## src/rtl/spi_slave.sv

```systemverilog
// spi_slave: SPI mode-0 responder (CPOL=0, CPHA=0), MSB first.
// spi_sck, spi_mosi and spi_cs_n are oversampled in the apb_clk domain.
// The block shifts full-duplex DATA_W-bit frames. It has a single-entry TX
// holding buffer and a single-entry RX holding register, each with a
// valid/ready or valid/ack handshake. It also keeps sticky overrun and
// underrun flags.
module spi_slave #(
    parameter int DATA_W      = 8,
    parameter int SYNC_STAGES = 2
) (
    input  logic              apb_clk,
    input  logic              apb_rst,
    input  logic              spi_sck,
    input  logic              spi_mosi,
    input  logic              spi_cs_n,
    output logic              spi_miso,
    input  logic [DATA_W-1:0] tx_data,
    input  logic              tx_valid,
    output logic              tx_ready,
    output logic [DATA_W-1:0] rx_data,
    output logic              rx_valid,
    input  logic              rx_ack,
    output logic              rx_ovr,
    output logic              tx_udr,
    input  logic              err_clr,
    output logic              busy
);

    localparam int              CNT_W    = (DATA_W > 2) ? $clog2(DATA_W) : 1;
    localparam logic [CNT_W-1:0] BIT_LAST = CNT_W'(DATA_W - 1);

    typedef enum logic {
        ST_IDLE,
        ST_SHIFT
    } state_t;

    // Synchroniser chains. Index 0 is the first stage.
    logic [SYNC_STAGES-1:0] sck_sync_q,  sck_sync_d;
    logic [SYNC_STAGES-1:0] mosi_sync_q, mosi_sync_d;
    logic [SYNC_STAGES-1:0] cs_sync_q,   cs_sync_d;
    // Delayed copies of the synchronised signals, used for edge detection.
    logic                   sck_dly_q,   sck_dly_d;
    logic                   cs_dly_q,    cs_dly_d;

    state_t                 state_q,     state_d;
    logic [CNT_W-1:0]       bit_cnt_q,   bit_cnt_d;
    logic [DATA_W-1:0]      tx_shreg_q,  tx_shreg_d;
    logic [DATA_W-1:0]      rx_shreg_q,  rx_shreg_d;
    logic [DATA_W-1:0]      tx_buf_q,    tx_buf_d;
    logic                   buf_full_q,  buf_full_d;
    logic [DATA_W-1:0]      rx_data_q,   rx_data_d;
    logic                   rx_valid_q,  rx_valid_d;
    logic                   rx_ovr_q,    rx_ovr_d;
    logic                   tx_udr_q,    tx_udr_d;
    logic                   miso_q,      miso_d;

    logic                   sck_s, mosi_s, cs_s;
    logic                   sck_rise, sck_fall, cs_fall, cs_rise;
    logic                   reload;
    logic [DATA_W-1:0]      rx_frame;

    assign sck_s  = sck_sync_q[SYNC_STAGES-1];
    assign mosi_s = mosi_sync_q[SYNC_STAGES-1];
    assign cs_s   = cs_sync_q[SYNC_STAGES-1];

    assign sck_rise = sck_s & ~sck_dly_q;
    assign sck_fall = ~sck_s & sck_dly_q;
    assign cs_fall  = ~cs_s & cs_dly_q;
    assign cs_rise  = cs_s & ~cs_dly_q;

    assign spi_miso = miso_q;
    assign tx_ready = ~buf_full_q;
    assign rx_data  = rx_data_q;
    assign rx_valid = rx_valid_q;
    assign rx_ovr   = rx_ovr_q;
    assign tx_udr   = tx_udr_q;
    assign busy     = ~cs_s;

    // Next-state logic: synchronisers, frame FSM, shift registers, handshakes and flags.
    always_comb begin
        // NOTE: every _d starts as its _q so that no path through this block infers a latch.
        sck_sync_d  = {sck_sync_q[SYNC_STAGES-2:0], spi_sck};
        mosi_sync_d = {mosi_sync_q[SYNC_STAGES-2:0], spi_mosi};
        cs_sync_d   = {cs_sync_q[SYNC_STAGES-2:0], spi_cs_n};
        sck_dly_d   = sck_s;
        cs_dly_d    = cs_s;
        state_d     = state_q;
        bit_cnt_d   = bit_cnt_q;
        tx_shreg_d  = tx_shreg_q;
        rx_shreg_d  = rx_shreg_q;
        tx_buf_d    = tx_buf_q;
        buf_full_d  = buf_full_q;
        rx_data_d   = rx_data_q;
        rx_valid_d  = rx_valid_q;
        rx_ovr_d    = rx_ovr_q;
        tx_udr_d    = tx_udr_q;
        reload      = 1'b0;
        rx_frame    = {rx_shreg_q[DATA_W-2:0], mosi_s};

        // Clears come first, so that a set in the same cycle wins.
        if (err_clr) begin
            rx_ovr_d = 1'b0;
            tx_udr_d = 1'b0;
        end
        if (rx_ack) begin
            rx_valid_d = 1'b0;
        end

        case (state_q)
            ST_IDLE: begin
                if (cs_fall) begin
                    state_d   = ST_SHIFT;
                    bit_cnt_d = '0;
                    reload    = 1'b1;
                end
            end
            ST_SHIFT: begin
                // Deselect takes priority over SCK edges. A partial frame is dropped.
                if (cs_rise) begin
                    state_d   = ST_IDLE;
                    bit_cnt_d = '0;
                end else begin
                    if (sck_rise) begin
                        rx_shreg_d = rx_frame;
                        if (bit_cnt_q == BIT_LAST) begin
                            rx_data_d  = rx_frame;
                            rx_valid_d = 1'b1;
                            if (rx_valid_q && !rx_ack) begin
                                rx_ovr_d = 1'b1;
                            end
                            bit_cnt_d = '0;
                        end else begin
                            bit_cnt_d = bit_cnt_q + CNT_W'(1);
                        end
                    end
                    if (sck_fall) begin
                        // The counter is zero only at a frame boundary, so the next byte is loaded there.
                        if (bit_cnt_q == '0) begin
                            reload = 1'b1;
                        end else begin
                            tx_shreg_d = tx_shreg_q << 1;
                        end
                    end
                end
            end
            default: state_d = ST_IDLE;
        endcase

        // The shift register is loaded from the holding buffer. An empty buffer sends zeros.
        if (reload) begin
            if (buf_full_q) begin
                tx_shreg_d = tx_buf_q;
                buf_full_d = 1'b0;
            end else begin
                tx_shreg_d = '0;
                tx_udr_d   = 1'b1;
            end
        end

        // A buffer write is gated by the current ready. If it coincides with a reload of an
        // empty buffer, the new byte waits in the buffer for the next frame.
        if (tx_valid && !buf_full_q) begin
            tx_buf_d   = tx_data;
            buf_full_d = 1'b1;
        end

        miso_d = (state_d == ST_SHIFT) ? tx_shreg_d[DATA_W-1] : 1'b0;
    end

    // State registers, all cleared asynchronously to the idle, deselected condition.
    always_ff @(posedge apb_clk or negedge apb_rst) begin
        if (!apb_rst) begin
            // NOTE: every flop here, including the data registers, has a reset value, so that an
            // abort mid-frame returns to a fully known state.
            sck_sync_q  <= '0;
            mosi_sync_q <= '0;
            cs_sync_q   <= '1;
            sck_dly_q   <= 1'b0;
            cs_dly_q    <= 1'b1;
            state_q     <= ST_IDLE;
            bit_cnt_q   <= '0;
            tx_shreg_q  <= '0;
            rx_shreg_q  <= '0;
            tx_buf_q    <= '0;
            buf_full_q  <= 1'b0;
            rx_data_q   <= '0;
            rx_valid_q  <= 1'b0;
            rx_ovr_q    <= 1'b0;
            tx_udr_q    <= 1'b0;
            miso_q      <= 1'b0;
        end else begin
            // NOTE: non-blocking assignments keep every flop sampling its pre-edge inputs.
            sck_sync_q  <= sck_sync_d;
            mosi_sync_q <= mosi_sync_d;
            cs_sync_q   <= cs_sync_d;
            sck_dly_q   <= sck_dly_d;
            cs_dly_q    <= cs_dly_d;
            state_q     <= state_d;
            bit_cnt_q   <= bit_cnt_d;
            tx_shreg_q  <= tx_shreg_d;
            rx_shreg_q  <= rx_shreg_d;
            tx_buf_q    <= tx_buf_d;
            buf_full_q  <= buf_full_d;
            rx_data_q   <= rx_data_d;
            rx_valid_q  <= rx_valid_d;
            rx_ovr_q    <= rx_ovr_d;
            tx_udr_q    <= tx_udr_d;
            miso_q      <= miso_d;
        end
    end

endmodule
```

## config.mk

```make
export PLATFORM = sky130hd
export DESIGN_NAME = spi_slave
export DESIGN_NICKNAME = d
export VERILOG_FILES = /design/src/rtl/spi_slave.sv
export SDC_FILE = /design/constraint.sdc
export NUM_CORES = 1
export LEC_CHECK = 0
export CAP_MARGIN = 5
export CORE_MARGIN = 1
export CORE_UTILIZATION = 52
export CTS_CLUSTER_DIAMETER = 40
export DETAILED_ROUTE_END_ITERATION = 8
export PLACE_DENSITY = 0.75
export SKIP_CTS_REPAIR_TIMING = 1
export SLEW_MARGIN = 20
export SYNTH_ARGS = -nofsm -noshare
export SYNTH_HDL_FRONTEND = slang
export SYNTH_SLANG_ARGS = --single-unit
```

## constraint.sdc

```tcl
create_clock -name apb_clk -period 1.9 [get_ports apb_clk]
set_input_delay 0.38 -clock apb_clk [delete_from_list [all_inputs] [get_ports apb_clk]]
set_output_delay 0.38 -clock apb_clk [all_outputs]
set_load 0.05 [all_outputs]
```

==> Yosys cells after proc, flatten, opt, wreduce, memory -nomap -nowiden <==
Cells that the tools add are included.
{ "word_totals": {"latch_bits": 0, "ramBits": 0, "reg_bits": 48, "output_inout_bits": 14, "elab_cells": 81, "rom_bits": 0, "input_bits": 16, "mem_count": 0} }
{ "op_classes": {"n_reduce_logical": 12, "n_eq_ne": 5, "mul": 0, "mux": 35, "n_addsub": 1, "n_bitwise": 11, "shift": 0, "order_cmp": 0, "div": 0} }
{ "op_table": {"columns": ["op", "count"], "rows": [
  ["$mux 8", 6],
  ["$mux 1", 22],
  ["$mux 3", 4],
  ["$reduce_and 4->1", 2],
  ["$not 1->1", 7],
  ["$pmux 3 s2", 1],
  ["$reduce_bool 2->1", 3],
  ["$and 1x1->1", 4],
  ["$ne 2x2->1 const B", 2],
  ["$pmux 1 s2", 2],
  ["$add 3x1->3 const B", 1],
  ["$eq 3x3->1 const B", 1],
  ["$logic_not 3->1", 1],
  ["$ne 3x1->1 const B", 1],
  ["$reduce_and 3->1", 1],
  ["$logic_and 1x1->1", 2],
  ["$logic_not 1->1", 2],
  ["$ne 2x1->1 const B", 1],
  ["$reduce_and 2->1", 1]
]} }

==> Depth between registers and ports, before layout <==
Gate-level depths: netlist of the first run.
{ "logic_depth": {"ltp_word": 7, "ltp_mapped": 7, "depth_no_buf": 6} }

==> Worst setup path before layout of the first run <==
OpenSTA, ideal clock, no wires.
{ "synth_path": {"kind": "reg2reg", "start": "register cs_sync_q[1]", "end": "register tx_shreg_q[1]", "setup_slack_ps": 192, "stages_incl_launch_ff": 6, "setup_time_ps": 126, "n_path_buf": 1, "period_less_slack_ps": 1708, "arrival_time_ps": 1582, "t_required_ps": 1774, "cell_sequence": "dfstp_2 -> inv_2 -> o2111a_1 -> o21a_1 -> buf_2 -> a221o_1"} }
{ "synth_between": {"elab_chain_cells": 6, "elab_cells_between_ends": 12, "classes_between": "eq/ne (2); mux (4); bitwise (3); reduce/logical (3)"} }
{ "synth_rtl": {"columns": ["element", "line", "text"], "rows": [
  ["start, declared", "40", "logic [SYNC_STAGES-1:0] cs_sync_q, cs_sync_d;"],
  ["start signal, assigned", "195", "cs_sync_q <= cs_sync_d;"],
  ["$not 1->1 (*)", null, null],
  ["named net busy", "26", "output logic busy"],
  ["$and 1x1->1 (*)", "68", "assign cs_fall = ~cs_s & cs_dly_q;"],
  ["$mux 1 (*)", "111", "if (cs_fall) begin"],
  ["$pmux 1 s2 (*)", "109", "case (state_q)"],
  ["$ne 2x2->1 (no source line), or another cell as far along", null, null],
  ["$reduce_and 4->1 (no source line)", null, null],
  ["end signal, assigned", "200", "tx_shreg_q <= tx_shreg_d;"],
  ["end, declared", "47", "logic [DATA_W-1:0] tx_shreg_q, tx_shreg_d;"]
]} }
Mark *: on every way through the listed nets, which the timed path passes. The rest lies on a longest branch.
A chain may end at the register's enable or synchronous reset.

==> Final worst setup path of the first run <==
{ "layout_path": {"start": "register bit_cnt_q[0]", "end": "register tx_shreg_q[2]"} }
{ "layout_between": {"elab_chain_cells": 7, "elab_cells_between_ends": 11, "classes_between": "eq/ne (2); mux (5); reduce/logical (4)"} }
{ "layout_rtl": {"columns": ["element", "line", "text"], "rows": [
  ["start, declared", "46", "logic [CNT_W-1:0] bit_cnt_q, bit_cnt_d;"],
  ["start signal, assigned", "199", "bit_cnt_q <= bit_cnt_d;"],
  ["$logic_not 3->1 (*)", "138", "if (bit_cnt_q == '0) begin"],
  ["$mux 1", "138", null],
  ["$mux 1", "136", "if (sck_fall) begin"],
  ["$mux 1", "119", "if (cs_rise) begin"],
  ["$pmux 1 s2", "109", null],
  ["$ne 2x2->1 (no source line), or another cell as far along", null, null],
  ["$reduce_and 4->1 (no source line)", null, null]
]} }
Every way passes the cells marked *; elsewhere a longest branch is shown, timed or not.

==> metrics, run 1 <==
I/O Pins 30; multi-input logic area about 630 um^2; Clk pin slew, worst setup/hold paths 0.12 ns; Peak Freq roughly 0.6 GHz; CP Class flip-flop to flip-flop; final setup skew around 0.0083 ns; DRC 0; PD cells ~1100 mW/mm^2; layout cell share with drive strength beyond 1 0.219; reg2reg end tx_shreg_q[2]$_DFFE_PN0P_; All-Layer GR Usage 0.194; Fin Hold WS roughly 0.36 ns; Layout fillers around 240; Least-Margin Pin Slew around 0.54 ns; depth of the CTS H-tree 2; Die Span X roughly 62 um; CP startpoint kind flip-flop; WL final 3220 um; Vias/cell 5.26; global-route wire length before repair between 5000 and 6000 um; cell area after synthesis about 0.0019 mm^2; DIE HEIGHT 62.1 um; cells along the critical path inv_1 > ha_1 > nor2b_1 > o2111a_1 > o21a_1 > a221o_1; vias in the first global route about 1300; Slew Viols, Final 0; clock root cell clkbuf_4; setup slack, reg-to-reg approximately 0.23 ns; FF+latch count, synth 48; Iter 0 DRT Violations just under 70; Slowest-stage cell, CP dfrtp_1; Netlist cell types 31; area added between synthesis and finish 25.1%; Final Cycle Share 0.880; HP Class flip-flop to flip-flop; Post-Syn Nets around 160; maximum root-to-sink buffer count 2; largest net degree at the start of global routing 19; DR vias between 1000 and 1500; required time worst endpoint around 2.2 ns; total die area slightly below 0.004 mm^2; Sink Count 48; Synth top area share 0.599; FP Rows 21; Final min period 1.67 ns; status complete, no violations; CTS Buf Count 5; hold endpoint sck_sync_q[1]$_DFF_PN0_; yosys warns 0; commonest cells after routing, fill and taps aside 45 x dfrtp_1, 23 x nand2_1, 17 x mux2_2, 14 x clkdlybuf4s50_1, 11 x dlymetal6s2s_1; CTS tree done; Min-Delay Path Depth 0; arrival time worst endpoint 1.92 ns; # setup viols final 0; sequential cell area 0.00120 mm^2; Finished Core Util 0.694; Max-Cap Viols 0; Peak VDD IR 0.914 mV; Starting Density 0.555; register area share after synthesis 0.641; RSZ-0062 raised after global routing false; most common cell after layout, fill and taps aside dfrtp_1; RD Place Congestion roughly 0.77; port bufs 29; max incr delay on CP ~0.40 ns; Wirelength per Cell approximately 14 um; Antenna Nets Post-Route 0; Final HPWL DP 2370 um; Final Hold Vio Count 0; crit-path max FO 9; Reg2Reg Depth 6; # nets final between 200 and 250; leakage ~1.3 nW; Mapped Cells around 140; HP Start sck_sync_q[0]$_DFF_PN0_; Mapped Avg Cell Area between 10 and 15 um^2; drt pass-1 iters 4; grt total ovfl 0; worst reg2reg path startpoint bit_cnt_q[0]$_DFFE_PN0P_; area leader, netlist dfrtp_1; clock latency on the worst-skew pair 0.35 ns; CP endpoint kind flip-flop; core box area approximately 0.0034 mm^2; Slew headroom 0.641; initial antenna violation count 0; ranking of synthesized cells by area dfrtp_1 60%, mux2_2 10%, nand2_1 4.6%; number of diodes 0
## through the flow
| step | instance area, um^2 | std cells | setup TNS (ns) | setup slack (ns) | total power, mW |
|---|---|---|---|---|---|
| 3_5_place_dp | 2240 | 220 | 0 | 0.236 | 2.02 |
| 5_1_grt | 2350 | 229 | 0 | 0.141 | 2.74 |
| 2_1_floorplan | 1880 | 143 | 0 | 0.192 | 1.81 |
| 3_3_place_gp | 2240 | 220 | 0 | 0.294 | 1.98 |
| 4_1_cts | 2320 | 228 | -0.337 | -0.0492 | 2.60 |
| 6_report | 2350 | 229 | 0 | 0.228 | 2.58 |
## critical path: cells and delay by family, from the launching register on
kind,cells,cell delay [ns]
simple gates,1,0.15
compound gates,3,0.79
fa+ha+maj,1,0.18
flops,1,0.40
buf+inv,1,0.05
## cells in the mapped netlist (all sizes together)
cell type / count
clkbuf: 1
a221o: 6
and4b: 1
and2: 6
nand2b: 2
o22ai: 2
ha: 3
o2111a: 1
o21ai: 1
nor3b: 1
nand4b: 1
a21oi: 1
o2bb2ai: 2
inv: 7
a22o: 3
buf: 3
dfstp: 3
mux2: 17
nor2: 3
dfrtp: 45
a31oi: 1
nand2: 24
nor2b: 4
maj3: 1
o21a: 1
a21o: 1
mux2i: 1
nand3: 1
## worst max path at each step
stage | from | slack, ns | end
2_1_floorplan | cs_sync_q[1]$_DFF_PN1_ | 0.19 | tx_shreg_q[1]$_DFFE_PN0P_
3_3_place_gp | bit_cnt_q[0]$_DFFE_PN0P_ | 0.29 | tx_shreg_q[6]$_DFFE_PN0P_
3_5_place_dp | bit_cnt_q[0]$_DFFE_PN0P_ | 0.24 | tx_shreg_q[1]$_DFFE_PN0P_
4_1_cts | rx_ovr$_DFF_PN0_ | -0.05 | rx_ovr
5_1_grt | bit_cnt_q[0]$_DFFE_PN0P_ | 0.14 | tx_shreg_q[2]$_DFFE_PN0P_
6_report | bit_cnt_q[0]$_DFFE_PN0P_ | 0.23 | tx_shreg_q[2]$_DFFE_PN0P_
## kinds of logic after synthesis
| group | count (synthesis) | share of synthesized area |
|---|---|---|
| compound gates | 19 | 0.0845 |
| buf+inv | 11 | 0.0253 |
| simple gates | 43 | 0.117 |
| fa+ha+maj | 4 | 0.0253 |
| flops | 48 | 0.641 |
| mux | 18 | 0.107 |
## power by group
group	switching, mW	internal, mW
logic	0.265	0.297
clock network	0.301	0.276
registers	0.168	1.27
total	0.735	1.84
## layout make-up
class / instances / share of cell area
clock inverter: 2 / 0.0149
tap: 46 / 0.0245
sequential: 48 / 0.512
inverter: 7 / 0.0112
clock buffer: 6 / 0.0175
multi-input combinational: 84 / 0.267
timing repair buffer: 36 / 0.153
## routing by layer
| layer | vias to the layer above | routed length, um | track usage |
|---|---|---|---|
| met3 | 5 | 187 | 0.0662 |
| met5 | - | 0 | 0 |
| met1 | 586 | 1440 | 0.249 |
| met2 | 38 | 1540 | 0.301 |
| met4 | 0 | 56 | 0.0843 |
| li1 | 575 | - | - |
## flip-flops by register name, indices dropped and copies added (netlist names), 2 cells and up
| name | flops |
|---|---|
| bit_cnt_q | 3 |
| cs_sync_q | 2 |
| mosi_sync_q | 2 |
| rx_data | 8 |
| rx_shreg_q | 7 |
| sck_sync_q | 2 |
| tx_buf_q | 8 |
| tx_shreg_q | 8 |
Note: power is estimated with default switching activity, not from simulation.
==> inputs of run 2 (changes only) <==
Settings changed: CORE_UTILIZATION 52 to 61, DONT_BUFFER_PORTS set to 1, PLACE_DENSITY 0.75 to 0.74.
==> run 2 against run 1 <==
  * Flip-flop and latch count stayed put
  * Critical path depth stayed put
  * Wire length is 6.2% lower
  * Hold slack worse by 0.26 ns
  * The flow now finishes with violations (design-rule violations)
  * Final cell count is 18% lower
  * Critical path type unchanged
  * First-iteration DRC count is 22% lower
  * Global-route usage is 1.9 points higher
  * Die area is 14% lower
  * Clock power is 14% lower
  * Final area is 12% lower
  * Non-clock buffer count is 26 lower
  * Clock skew is 0.0072 ns higher
==> metrics, run 2 (synthesized netlist as in run 1, its figures left out) <==
port bufs 0 (-100%); CTS tree done; Final Hold Vio Count 0 (unchanged); grt total ovfl 0 (unchanged); Final HPWL DP 2110 um (-11%); status finished, violations left; CP startpoint kind flip-flop; Slowest-stage cell, CP dfrtp_1; I/O Pins 30 (unchanged); FP Rows 19 (-9.5%); DRC 1 (+1); maximum root-to-sink buffer count 2 (unchanged); global-route wire length before repair 5150 um (-9.9%); Met2 Routed Length 1460 um (-4.9%); All-Layer GR Usage 0.213 (+0.0191); crit-path max FO 9 (unchanged); layout cell share with drive strength beyond 1 0.236 (+0.0171); PD cells 1180 mW/mm^2 (+7.4%); Peak Freq 0.588 GHz (-1.6%); CP Class flip-flop to flip-flop; failing checks design-rule violations; depth of the CTS H-tree 2 (unchanged); leakage 1.03 nW (-22%); Vias/cell 5.86 (+11%); Die Span X 57.5 um (-7.4%); largest net degree at the start of global routing 49 (+30); RD Place Congestion 0.824 (+7.6%); Wirelength per Cell 16.0 um (+14%); DR vias 1101 (-8.6%); commonest cells after routing, fill and taps aside 45 x dfrtp_1, 23 x nand2_1, 17 x mux2_2; Antenna Nets Post-Route 0 (unchanged); final setup skew 0.0155 ns (+0.00722 ns); clock latency on the worst-skew pair 0.36 ns (about the same); vias in the first global route 1122 (-12%); Peak VDD IR 0.776 mV (-15%); Max-Cap Viols 0 (unchanged); core box area 0.00283 mm^2 (-17%); DIE HEIGHT 57.5 um (-7.4%); drt pass-1 iters 6 (+2); CP delay by family, top compound AO/OA/AOI/OAI gates; overall power 2.43 mW (-5.6%); Fin Setup TNS 0 ns (unchanged); Least-Margin Pin Slew 0.532 ns (-0.00383 ns); Final Cycle Share 0.895 (+0.0146); Slew Viols, Final 0 (unchanged); Top Layer Used met4; required time worst endpoint 2.15 ns (about the same); Placed Instances 175 (-20%); # setup viols final 0 (unchanged); Layout fillers 200 (-16%); CTS Buf Count 5 (unchanged); area added between synthesis and finish 9.98%; met3 wire length 156 um (-17%); Starting Density 0.665 (+0.110); initial antenna violation count 0 (unchanged); Iter 0 DRT Violations 54 (-22%); RSZ-0062 raised after global routing false; Clk pin slew, worst setup/hold paths 0.14 ns (+0.02 ns); Slew headroom 0.644 (+0.00257); cells along the critical path inv_1 > ha_1 > nor2b_1 > o2111a_1 > o21a_1 > a221o_1; # nets final 175 (-13%); total die area 0.00331 mm^2 (-14%); most common cell after layout, fill and taps aside dfrtp_1; Finished Layout Cells 188 (-18%); CP endpoint kind flip-flop; WP buf/inv 1 (unchanged); Finished Core Util 0.731 (+0.0367); clock root cell clkbuf_4; met1 WL 1350 um (-5.9%); Sink Count 48 (unchanged); max incr delay on CP 0.40 ns (about the same); HP Class input pin to flip-flop; Final min period 1.70 ns (+0.0278 ns); arrival time worst endpoint 1.95 ns (+0.03 ns); Fin Hold WS 0.103 ns (-0.260 ns); WL final 3020 um (-6.2%); number of diodes 0 (unchanged)
run 2: path summary, 6_finish.rpt:
kind,slack (ns),startpoint,to,cells after the start
max,0.20,bit_cnt_q[0]$_DFFE_PN0P_,tx_shreg_q[3]$_DFFE_PN0P_,6
min reg2reg,0.37,sck_sync_q[0]$_DFF_PN0_,sck_sync_q[1]$_DFF_PN0_,0
min,0.10,err_clr,tx_udr$_DFF_PN0_,1
max in group asynchronous,1.12,apb_rst,cs_sync_q[1]$_DFF_PN1_,2
max reg2reg,0.20,bit_cnt_q[0]$_DFFE_PN0P_,tx_shreg_q[3]$_DFFE_PN0P_,6
min in group asynchronous,0.51,apb_rst,tx_udr$_DFF_PN0_,2
run 2: per-stage QoR:
step,setup WS (ns),instance area [um^2]
finish,0.200,2070
CTS,0.194,2000
floorplan,0.192,1880
global placement,0.295,1940
detailed placement,0.232,1940
global route,0.0880,2070
run 2: report_power, final:
part	internal (mW)	leakage, nW	switching (mW)	total, mW
registers	1.27	0.610	0.197	1.46
logic	0.249	0.380	0.223	0.473
clock network	0.183	0.0386	0.312	0.496
run 2: final cells by class:
cell class,instances,area (um^2),share of cell area
multi-input combinational,84,628,0.304
clock inverter,2,13.8,0.00665
inverter,7,26.3,0.0127
sequential,48,1200,0.583
tap,31,38.8,0.0188
timing repair buffer,10,105,0.0508
clock buffer,6,51.3,0.0248
run 2: metal layers:
metal | vias up | track usage
li1 | 517 | -
met1 | 558 | 0.267
met2 | 21 | 0.346
met3 | 5 | 0.0771
met4 | 0 | 0.0732
met5 | - | 0
==> inputs of run 3 (changes only) <==
Settings changed: GPL_ROUTABILITY_DRIVEN set to 1.
==> results of run 3 <==
Final layout, timing and power as in run 2 (identical DEF).
==> edit 1 (flow settings as in run 1) <==
`DATA_W`: 8 -> 4.
--- a/src/rtl/spi_slave.sv
+++ b/src/rtl/spi_slave.sv
@@ -5,7 +5,7 @@
 // valid/ready or valid/ack handshake. It also keeps sticky overrun and
 // underrun flags.
 module spi_slave #(
-    parameter int DATA_W      = 8,
+    parameter int DATA_W      = 4,
     parameter int SYNC_STAGES = 2
 ) (
     input  logic              apb_clk,
Ports: changed (resized rx_data and tx_data); port bits go from 30 to 22. The function was not compared with the original's and may differ.
==> edit 1 against run 1 <==
- worst setup slack worse by 0.17 ns
- routed wire length down 28%
- critical path type is now flop to output pin
- final area down 28%
- area after synthesis down 26%
- largest cell class unchanged
- sequential cell count down 17
- highest routed layer unchanged
- final cell count down 28%
- total power down 29%
- count of clock-buffer cells in the layout down 1
==> edit 1: results (changes against run 1) <==
final cell count without fillers=166 (was 229); Int Pwr=1190 µW (was 1840 µW); layout cells sized above 1=27.9% (was 21.9%); worst min path class=flop to flop (unchanged); grt met3 use=6.50% (was 6.62%); P_leak=0.000858 µW (was 0.00132 µW); post-DP HPWL=1630 µm (was 2370 µm); CP Data Arrival Time=1.46 ns (was 1.92 ns); GRT Util Overall=19.6% (was 19.4%); initial antenna violation count=0 (unchanged); DRT iter0 DRCs=22 (was 69); Via Count=910 (was 1204); adder-cell area share of the yosys netlist=1.81% (was 2.53%); crit-path max FO=1 (was 9); clk buf depth=2 (unchanged); met2 wire length=1060 µm (was 1540 µm); switch share=34.7% (was 28.5%); Setup Skew=0.00843 ns (was 0.00833 ns); met1 WL=1120 µm (was 1440 µm); Setup WS pre-CTS=0.212 ns (was 0.236 ns); Seq power=939 µW (was 1440 µW); Ant. Diodes=0 (unchanged); largest net degree at the start of global routing=32 (was 19); Worst-Skew Late Latency=0.32 ns (was 0.35 ns); Synth Area per Inst=12.8 µm² (was 13.2 µm²); Port Buf Inserts=21 (was 29); Crit path max-delay family=buffers and inverters (was compound AO/OA/AOI/OAI gates); Syn Nets=122 (was 162); placed cell count=158 (was 220); met1 usage=26.7% (was 24.9%); mux cell area share after synthesis=12.2% (was 10.7%); leading cell types by count after synthesis=28 x dfrtp_1, 9 x inv_1, 7 x mux2_2 (was 45 x dfrtp_1, 23 x nand2_1, 17 x mux2_2); first-pass GRT wire length=3870 µm (was 5720 µm); final WL=2310 µm (was 3220 µm); Synth area leaders=dfrtp_1 51%, dfstp_2 5.7%, mux2_2 5.7%, mux2_4 4.3%, inv_1 2.4% (was dfrtp_1 60%, mux2_2 10%, nand2_1 4.6%, dfstp_2 4.2%, a221o_1 3.2%); status=finished, final reports clean (unchanged); clk pwr=373 µW (was 577 µW); Critical Path Max Stage Delay=0.80 ns (was 0.40 ns); clk slew on worst S/H paths=0.10 ns (was 0.12 ns); Layout Nets=149 (was 201); Compound-Gate Fraction of Synth Area=10.3% (was 8.45%); WL met3=99 µm (was 187 µm); area of placed instances=1620 µm² (was 2240 µm²); root buf cell=clkbuf_4 (unchanged); slowest CP cell=clkdlybuf4s50_1 (was dfrtp_1); gpl congestion=0.876 (was 0.766); Worst VDD drop=1070 µV (was 914 µV); GR Util met2=28.5% (was 30.1%); pin slew with the least headroom to its limit=0.507 ns (was 0.536 ns); post-synthesis sequential area ratio=56.2% (was 64.1%); vias in the first global route=840 (was 1271)
## edit 1: cell count changes after synthesis, sizes merged, moves of 5 or more
cell,before,now
a21oi,1,6
a221o,6,0
and2,6,0
dfrtp,45,28
mux2,17,11
nand2,24,3
## edit 1: final timing paths
check                                      to         start  cells past startpoint  slack, ns
worst max-delay path                 spi_miso      spi_miso                      1       0.06
worst min-delay path             cs_sync_q[1]  cs_sync_q[0]                      0       0.36
worst max register to register  tx_shreg_q[2]  bit_cnt_q[0]                      6       0.23
worst min register to register   cs_sync_q[1]  cs_sync_q[0]                      0       0.36
max in group asynchronous        cs_sync_q[0]       apb_rst                      2       1.15
min in group asynchronous       tx_shreg_q[1]       apb_rst                      2       0.43
## edit 1: area by class of cell
class                   count  area, µm²
multi-input cells          65        557
well taps                  30       37.5
fillers                   195        807
flip-flops and latches     31        779
clock inverters             3       20.0
repair buffers             23        228
inverters                   9       33.8
clock buffers               5       37.5
==> edit 2 (config.mk and constraints of run 1) <==
Made on the original files. Reset style: synchronous (`apb_rst`), changed in one clocked block. Comments in the files are not updated.
--- a/src/rtl/spi_slave.sv
+++ b/src/rtl/spi_slave.sv
@@ -168,7 +168,7 @@
     end
 
     // State registers, all cleared asynchronously to the idle, deselected condition.
-    always_ff @(posedge apb_clk or negedge apb_rst) begin
+    always_ff @(posedge apb_clk) begin
         if (!apb_rst) begin
             // NOTE: every flop here, including the data registers, has a reset value, so that an
             // abort mid-frame returns to a fully known state.
Check against the original RTL: differs if apb_rst is asserted again (counterexample within 4 cycles, from zero or initial values and one cycle with apb_rst low); with apb_rst held inactive, the same outputs for 10 cycles.
==> edit 2 against run 1 <==
- non-clock buffer count decreased by 3
- synthesized cell count increased by 36%
- worst setup slack got worse by 0.068 ns
- routed wire length increased by 12%
- final area decreased by 1.3%
- count of clock-buffer cells in the layout unchanged
- area after synthesis decreased by 0.20%
- sequential cell count unchanged
- first-iteration DRC count decreased by 38%
- critical endpoint is now tx_shreg_q[5]
Power is not compared: it rests on default switching activity, and its combinational part moved more than twofold at a synthesized area within 25%.
==> edit 2: results (changes against run 1) <==
status=finished, final reports clean (unchanged); worst min path class=flop to flop (unchanged); adder-cell area share of the yosys netlist=2.00% (was 2.53%); CP Data Arrival Time=2.04 ns (was 1.92 ns); Pre-antenna DRT Iters=4 (unchanged); mux cell area share after synthesis=9.13% (was 10.7%); Setup Skew=0.0112 ns (was 0.00833 ns); fillers=270 (was 237); Port Buf Inserts=29 (unchanged); post-synthesis sequential area ratio=51.2% (was 64.1%); fraction of registers with async set/reset=0% (was 100%); initial antenna violation count=0 (unchanged); Critical path origin=cs_dly_q (was bit_cnt_q[0]); Ant. Diodes=0 (unchanged); Synth area leaders=dfxtp_1 51%, mux2i_1 8.5%, nand2_1 4.8%, a21oi_1 4.5%, and2_1 4.0% (was dfrtp_1 60%, mux2_2 10%, nand2_1 4.6%, dfstp_2 4.2%, a221o_1 3.2%); post-DP HPWL=2540 µm (was 2370 µm); library cells used by synthesis=36 (was 31); vias in the first global route=1293 (was 1271); R2R depth=4 (was 6); Crit path max-delay family=simple AND/OR/NAND/NOR gates (was compound AO/OA/AOI/OAI gates); H-tree levels=2 (unchanged); largest net degree at the start of global routing=33 (was 19); Critical Path Max Stage Delay=0.52 ns (was 0.40 ns); P_leak=0.00119 µW; root buf cell=clkbuf_4 (unchanged); final WL=3600 µm (was 3220 µm); leading cell types by count after synthesis=48 x dfxtp_1, 24 x nand2_1, 17 x a21oi_1 (was 45 x dfrtp_1, 23 x nand2_1, 17 x mux2_2); layout cells sized above 1=8.81% (was 21.9%); Syn Nets=214 (was 162); Worst Min Path Start=cs_sync_q[0] (was sck_sync_q[0]); Compound-Gate Fraction of Synth Area=11.2% (was 8.45%); synth warn=0 (unchanged); Layout Nets=245 (was 201); gpl congestion=0.808 (was 0.766); hold depth=1 (was 0); slowest CP cell=nor4_2 (was dfrtp_1); DRT iter0 DRCs=43 (was 69); crit-path max FO=9 (unchanged); number of vias per cell=5.33 (was 5.26); first-pass GRT wire length=5720 µm (unchanged); xor/xnor share of the synthesized area=0% (unchanged); area of placed instances=2200 µm² (was 2240 µm²); number of CTS-inserted buffers=5 (unchanged); Critical R2R Launch=cs_dly_q (was bit_cnt_q[0]); Slew HR=64.8% (was 64.1%); GRT Util Overall=20.6% (was 19.4%)
## edit 2: layout make-up
class                      count  area, µm²  area share, %
timing repair buffer          33        345           14.9
multi-input combinational    132        846           36.4
inverter                       6       22.5          0.970
clock inverter                 2       38.8           1.67
sequential                    48        961           41.4
clock buffer                   6       51.3           2.21
tap                           46       57.6           2.48
## edit 2: power by group through the flow
stage	Sequential, µW	Clock, µW	Combinational, µW
6_report	1050	627	121
5_1_grt	1050	686	132
3_3_place_gp	1070	0	119
4_1_cts	1050	645	121
2_1_floorplan	1060	0	71.4
3_5_place_dp	1070	0	121
## edit 2: per-layer routing
layer,track usage [%],wire length (µm)
met5,0,0
met1,24.1,1600
met2,35.4,1830
met4,8.89,35
met3,5.59,140
## edit 2: path summary, 6_finish.rpt
| kind | slack [ns] | to |
|---|---|---|
| setup reg to reg | 0.16 | tx_shreg_q[5] |
| setup / recovery | 0.16 | tx_shreg_q[5] |
| hold / removal | 0.45 | cs_sync_q[1] |
| hold reg to reg | 0.45 | cs_sync_q[1] |
## edit 2: cells by family after synthesis
| group | count (synthesis) |
|---|---|
| AO/OA/AOI/OAI | 33 |
| buffers and inverters | 15 |
| AND/OR/NAND/NOR | 79 |
| adder cells (fa/ha/maj) | 3 |
| flip-flops | 48 |
| multiplexers | 17 |
## edit 2: worst reg2reg max path: cells and delay by family, from the launching register on
family	cells	cell delay, ns
compound gates	1	0.23
flops	1	0.40
simple gates	3	1.07
## edit 2: metrics by stage
step | instances | setup slack, ns
after floorplan | 195 | 0.315
after global placement | 265 | 0.219
after detailed placement | 265 | 0.112
after CTS | 273 | -0.0572
after global routing | 273 | 0.00506
final | 273 | 0.160
